$ cat src/rtl/elevator_pkg.sv
// Shared definitions for the elevator controller front end.
// Floor sizing defaults and the scheduler direction encoding.
package elevator_pkg;

    localparam int unsigned MAX_FLOORS  = 16;
    localparam int unsigned FLOOR_IDX_W = 4;

    typedef enum logic [1:0] {
        S_IDLE = 2'd0,
        S_UP   = 2'd1,
        S_DOWN = 2'd2
    } dir_state_e;

endpackage

$ cat src/rtl/call_sync_edge.sv
// Per-bit two-flop synchroniser followed by a rising-edge pulse.
// Used for raw call/door buttons arriving from the asynchronous panel.
module call_sync_edge #(
    parameter int unsigned WIDTH = 1
) (
    input  logic             clk,
    input  logic             reset,
    input  logic [WIDTH-1:0] async_in,
    output logic [WIDTH-1:0] rise
);

    logic [WIDTH-1:0] meta_q;
    logic [WIDTH-1:0] sync_q;
    logic [WIDTH-1:0] prev_q;

    always_ff @(posedge clk or posedge reset) begin
        if (reset) begin
            meta_q <= '0;
            sync_q <= '0;
            prev_q <= '0;
        end else begin
            meta_q <= async_in;
            sync_q <= meta_q;
            prev_q <= sync_q;
        end
    end

    assign rise = sync_q & ~prev_q;

endmodule

$ cat src/rtl/elevator_call_scheduler.sv
// Latches call requests and picks the next target floor with a SCAN policy.
// Also masks targets during door dwell and requests a door open for local calls.
module elevator_call_scheduler
    import elevator_pkg::*;
#(
    parameter int unsigned NUM_FLOORS   = MAX_FLOORS,
    parameter int unsigned FLOOR_W      = FLOOR_IDX_W,
    parameter int unsigned DWELL_CYCLES = 8
) (
    input  logic                  clk,
    input  logic                  reset,
    input  logic [NUM_FLOORS-1:0] call_buttons,
    input  logic [FLOOR_W-1:0]    current_floor,
    input  logic                  door_open,
    input  logic                  moving_up,
    input  logic                  moving_down,
    output logic [NUM_FLOORS-1:0] floor_buttons,
    output logic                  door_open_req,
    output logic [NUM_FLOORS-1:0] pending,
    output logic                  dir_up,
    output logic                  dir_down
);

    localparam logic [FLOOR_W-1:0]    TopFloor  = FLOOR_W'(NUM_FLOORS - 1);
    localparam logic [7:0]            DwellLoad = 8'(DWELL_CYCLES);
    localparam logic [NUM_FLOORS-1:0] OneBit    = {{(NUM_FLOORS - 1){1'b0}}, 1'b1};

    // Lowest set bit strictly above floor cf, as a one-hot.
    function automatic logic [NUM_FLOORS-1:0] nearest_above(
        input logic [NUM_FLOORS-1:0] map,
        input logic [FLOOR_W-1:0]    cf
    );
        logic [NUM_FLOORS-1:0] oh;
        oh = '0;
        for (int i = int'(NUM_FLOORS) - 1; i >= 0; i--) begin
            if (map[i] && (i > int'(cf))) begin
                oh    = '0;
                oh[i] = 1'b1;
            end
        end
        return oh;
    endfunction

    // Highest set bit strictly below floor cf, as a one-hot.
    function automatic logic [NUM_FLOORS-1:0] nearest_below(
        input logic [NUM_FLOORS-1:0] map,
        input logic [FLOOR_W-1:0]    cf
    );
        logic [NUM_FLOORS-1:0] oh;
        oh = '0;
        for (int i = 0; i < int'(NUM_FLOORS); i++) begin
            if (map[i] && (i < int'(cf))) begin
                oh    = '0;
                oh[i] = 1'b1;
            end
        end
        return oh;
    endfunction

    dir_state_e            state_q, state_d;
    logic [NUM_FLOORS-1:0] pending_q, pending_d;
    logic [NUM_FLOORS-1:0] floor_buttons_q, floor_buttons_d;
    logic                  door_open_req_q, door_open_req_d;
    logic [7:0]            dwell_q, dwell_d;
    logic                  door_q;

    logic [NUM_FLOORS-1:0] call_rise;
    logic [FLOOR_W-1:0]    cf;
    logic [NUM_FLOORS-1:0] floor_oh;
    logic [NUM_FLOORS-1:0] pend_eff;
    logic [NUM_FLOORS-1:0] above_oh, below_oh, target_oh;
    logic                  above, below;

    call_sync_edge #(
        .WIDTH (NUM_FLOORS)
    ) u_call_sync (
        .clk      (clk),
        .reset    (reset),
        .async_in (call_buttons),
        .rise     (call_rise)
    );

    // Out-of-range floor reports collapse onto the top floor.
    assign cf       = (current_floor > TopFloor) ? TopFloor : current_floor;
    assign floor_oh = OneBit << cf;
    assign pend_eff = pending_q & ~floor_oh;
    assign above_oh = nearest_above(pend_eff, cf);
    assign below_oh = nearest_below(pend_eff, cf);
    assign above    = |above_oh;
    assign below    = |below_oh;

    always_ff @(posedge clk or posedge reset) begin
        if (reset) begin
            state_q <= S_IDLE;
        end else begin
            state_q <= state_d;
        end
    end

    always_comb begin
        state_d = state_q;
        unique case (state_q)
            S_IDLE: begin
                if (above) begin
                    state_d = S_UP;
                end else if (below) begin
                    state_d = S_DOWN;
                end
            end
            S_UP: begin
                if (!above) begin
                    state_d = below ? S_DOWN : S_IDLE;
                end
            end
            S_DOWN: begin
                if (!below) begin
                    state_d = above ? S_UP : S_IDLE;
                end
            end
            default: state_d = S_IDLE;
        endcase
        // Never turn around against the car's current motion.
        if ((state_d == S_UP && moving_down) || (state_d == S_DOWN && moving_up)) begin
            state_d = state_q;
        end
    end

    always_comb begin
        dir_up   = (state_q == S_UP);
        dir_down = (state_q == S_DOWN);
    end

    always_comb begin
        target_oh = '0;
        unique case (state_q)
            S_UP:    target_oh = above_oh;
            S_DOWN:  target_oh = below_oh;
            default: target_oh = '0;
        endcase

        dwell_d = dwell_q;
        if (door_open && !door_q) begin
            dwell_d = DwellLoad;
        end else if (!door_open) begin
            dwell_d = '0;
        end else if (dwell_q != 8'd0) begin
            dwell_d = dwell_q - 8'd1;
        end

        // A clear at the open door wins over a simultaneous new press.
        pending_d       = (pending_q | call_rise) & ~(door_open ? floor_oh : '0);
        floor_buttons_d = (dwell_d != 8'd0) ? '0 : target_oh;
        door_open_req_d = pending_q[cf] & ~door_open & ~moving_up & ~moving_down;
    end

    always_ff @(posedge clk or posedge reset) begin
        if (reset) begin
            pending_q       <= '0;
            floor_buttons_q <= '0;
            door_open_req_q <= 1'b0;
            dwell_q         <= 8'd0;
            door_q          <= 1'b0;
        end else begin
            pending_q       <= pending_d;
            floor_buttons_q <= floor_buttons_d;
            door_open_req_q <= door_open_req_d;
            dwell_q         <= dwell_d;
            door_q          <= door_open;
        end
    end

    assign pending       = pending_q;
    assign floor_buttons = floor_buttons_q;
    assign door_open_req = door_open_req_q;

`ifndef SYNTHESIS
    floor_buttons_onehot0: assert property (@(posedge clk) disable iff (reset)
        $onehot0(floor_buttons));
`endif

endmodule

$ cat config.mk
export PLATFORM = sky130hd
export DESIGN_NAME = elevator_call_scheduler
export DESIGN_NICKNAME = d
export VERILOG_FILES = /design/src/rtl/elevator_pkg.sv /design/src/rtl/call_sync_edge.sv /design/src/rtl/elevator_call_scheduler.sv
export SDC_FILE = /design/constraint.sdc
export NUM_CORES = 1
export LEC_CHECK = 0
export ABC_AREA = 1
export ABC_CLOCK_PERIOD_IN_PS = 2500
export BUFFER_PORTS_ARGS = -buffer_cell sky130_fd_sc_hd__buf_2
export CAP_MARGIN = 20
export CELL_PAD_IN_SITES_DETAIL_PLACEMENT = 0
export CELL_PAD_IN_SITES_GLOBAL_PLACEMENT = 1
export CORE_MARGIN = 2
export CORE_UTILIZATION = 28
export CTS_CLUSTER_DIAMETER = 50
export DETAILED_ROUTE_END_ITERATION = 8
export PLACE_DENSITY_LB_ADDON = 0.25
export SETUP_SLACK_MARGIN = 0.15
export SYNTH_ARGS = -nofsm -noshare
export SYNTH_HDL_FRONTEND = slang
export SYNTH_HIERARCHICAL = 1
export SYNTH_SLANG_ARGS = --single-unit
$ cat constraint.sdc
create_clock -name clk -period 2.5 [get_ports clk]
set_input_delay 0.5 -clock clk [delete_from_list [all_inputs] [get_ports clk]]
set_output_delay 0.5 -clock clk [all_outputs]
set_load 0.03 [all_outputs]
==> metrics.txt <==
vias post-DR 3933; Leak Pwr 0.00316 uW; Clock transition at path regs 0.08 ns; relative slew slack between 60 and 70%; drt via density 4.58; grt ovf 0; internal power 2980 uW; endpoints failing hold 0; Yosys cell types 37; final net count just under 700; Mapped Cells around 500; TritonCTS buffer count 9; largest fanout on the critical path 8; # diodes 0; placed cell count 836; sw frac ~38%; RSZ-0062 raised after global routing yes; Crit-path slowest cell a21oi_2; largest net degree at the start of global routing 49; CTS root buf clkbuf_16; synthesized area between 4000 and 5000 um2; drt wl/cell 14.5 um; part of the power in the clock network 28.7%; Starting Density 28.4%; most numerous cell on the critical path nand2_1; Worst R2R Path Depth 14; EDFF count, synth 0; first-pass GRT wire length approximately 20000 um; worst slew pin tran 0.577 ns; Final setup viols 0; die area 16300 um2; DRT iter0 DRCs 210; Max Transition Viols Final 0; vias in the first global route around 4000; Synth Net Count 538; status finished, final reports clean; # IOs 60; ys async rst share 100%; Area Growth Syn to Fin 46.2%; Comb power frac 35.0%; hold crit path type input pin to async pin; CP Data Arrival Time 2.48 ns; max_cap viols 0; Synth Flop Type dfrtp_1; Port Buf Inserts 59; CP peak stage delay 0.17 ns; CP Capture Type register; CTS tree done; Seq pwr share between 30% and 40%; Final WS setup 0.269 ns; highest clock rate 448 MHz; share of layout cells above drive strength 1 roughly 45%; Core Area 15100 um2; Tmin final 2.23 ns; Place WS -0.268 ns; RD Place Congestion 0.832; post-route ant nets 0; post-route clock period utilization 89.3%; initial antenna violation count 0; Worst Path Required 2.75 ns; Layout Skew 0.00982 ns; type of origin of the critical path input pin; synthesized flop and latch total approximately 90; Syn Area/Cell 8.45 um2; Switching Power 1800 uW; Synth Warn # 6; GRT Overall Usage 16.0%; H-tree Lvls 3; die height ~130 um; pwr dens around 760 nW/um2; clock latency at the later pin of the worst-skew pair 0.35 ns; crit-path cells clkbuf_4 -> buf_12 -> nand2_4 -> buf_6 -> nand3_1 -> nand2_1 -> inv_1 -> nand3_2 -> nor2_4 -> nand2_2 -> nand2_1 -> nor2_2 -> nand4_1 -> nor2_1 -> nor2_2 -> a21oi_2 -> nand2_2 -> nand3_1 -> nand2_1; clock sinks 92; maximum VDD drop roughly 0.34 mV; die width 128 um; 1st-pass router iterations 4; Final HPWL DP about 9600 um; fin cells ~860; Post-route DRC 0; most frequent cells in the layout dfrtp_1 (92), buf_4 (90), inv_1 (68); sequential fraction of the synthesis area 53.8%; DRT Wirelength 12500 um; most common cell after layout, fill and taps aside dfrtp_1; clk buf depth 2; Rows 45; Setup Crit Path Kind input pin to register
## area by class of cell
cell class                 count  area, um2
sequential                    92       2300
tap                          188        235
multi-input combinational    321       2020
timing repair buffer         155       1080
clock inverter                 7       76.3
inverter                      86        330
fill                        1549       8830
clock buffer                   9        225
## final timing paths
path	from	to	slack, ns
hold reg to reg	u_call_sync/meta_q[3]	u_call_sync/sync_q[3]	0.35
min in group clk	call_buttons[15]	u_call_sync/meta_q[15]	0.25
setup reg to reg	dwell_q[0]	floor_buttons[10]	0.30
max in group asynchronous	reset	u_call_sync/prev_q[8]	1.80
setup / recovery	current_floor[3]	state_q[1]	0.27
hold / removal	reset	pending[12]	0.18
## cell usage after synthesis (2+ instances only)
library cell / number / area (um2)
o32ai_1: 5 / 43.8
a21oi_1: 10 / 50.1
clkbuf_1: 2 / 7.51
nor2_2: 23 / 144
nand3b_1: 2 / 15.0
buf_2: 4 / 20.0
nor3_1: 11 / 55.1
nand2_2: 2 / 12.5
o21ai_0: 11 / 55.1
xor2_1: 2 / 17.5
nand3_1: 44 / 220
nand3_2: 3 / 30.0
ha_1: 6 / 75.1
a31oi_1: 9 / 56.3
nand4_1: 8 / 50.1
inv_2: 7 / 26.3
a22oi_1: 3 / 22.5
dfrtp_1: 92 / 2300
nor2_1: 71 / 267
nand2_1: 88 / 330
xnor2_1: 2 / 17.5
o22ai_1: 9 / 56.3
inv_1: 79 / 297
## routing by layer
| layer | global-route usage [%] | wire [um] | up-vias |
|---|---|---|---|
| met3 | 3.92 | 549 | 19 |
| li1 | - | - | 1957 |
| met2 | 25.4 | 5790 | 72 |
| met1 | 20.8 | 5770 | 1885 |
| met4 | 7.24 | 355 | 0 |
| met5 | 0 | 0 | - |
## sequential cells by signal, summed over array words and instances, names as in the netlist
name	flops
floor_buttons	16
door_open_req	1
dwell_q	8
door_q	1
u_call_sync/sync_q	16
state_q	2
u_call_sync/meta_q	16
pending	16
u_call_sync/prev_q	16
## power groups by stage
stage,combinational (uW),sequential [uW],clock (uW)
2_1_floorplan,860,1780,0
3_3_place_gp,1460,1750,0
3_5_place_dp,1460,1760,0
4_1_cts,1500,1730,1420
5_1_grt,1850,1760,1470
6_report,1670,1740,1370
## cell families after synthesis
logic type	Yosys count	synth area share, %
AO/OA/AOI/OAI	55	8.15
XOR/XNOR	4	0.818
adder cells (fa/ha/maj)	6	1.75
buffers and inverters	94	8.62
flip-flops	92	53.8
AND/OR/NAND/NOR	256	26.9
## worst max-delay path: cells and delay by family
| family | cells | cell delay (ns) |
|---|---|---|
| and+or+nand+nor | 14 | 1.34 |
| buffers and inverters | 4 | 0.47 |
| AOI/OAI and AO/OA | 1 | 0.17 |
## what timing repair did
action / 4_1_cts / 5_1_grt
gates cloned: 0 / 0
pin swaps: 2 / 26
resized for setup: 11 / 114
setup endpoints to repair: 13 / 17
buffers inserted: 0 / 6
hold buffers: 0 / 0
## through the flow
step           area [um2]  total power [uW]  hold slack (ns)  util [%]  setup TNS, ns
2_1_floorplan        4280              2640            0.331         -              0
3_3_place_gp         5480              3210            0.333      36.3         -0.518
3_5_place_dp         5480              3220            0.335      36.3         -0.528
4_1_cts              5820              4650            0.195      38.6              0
5_1_grt              6260              5080            0.207      41.5              0
6_report             6260              4780            0.185      41.5              0
Note: power is estimated with default switching activity, not from simulation.
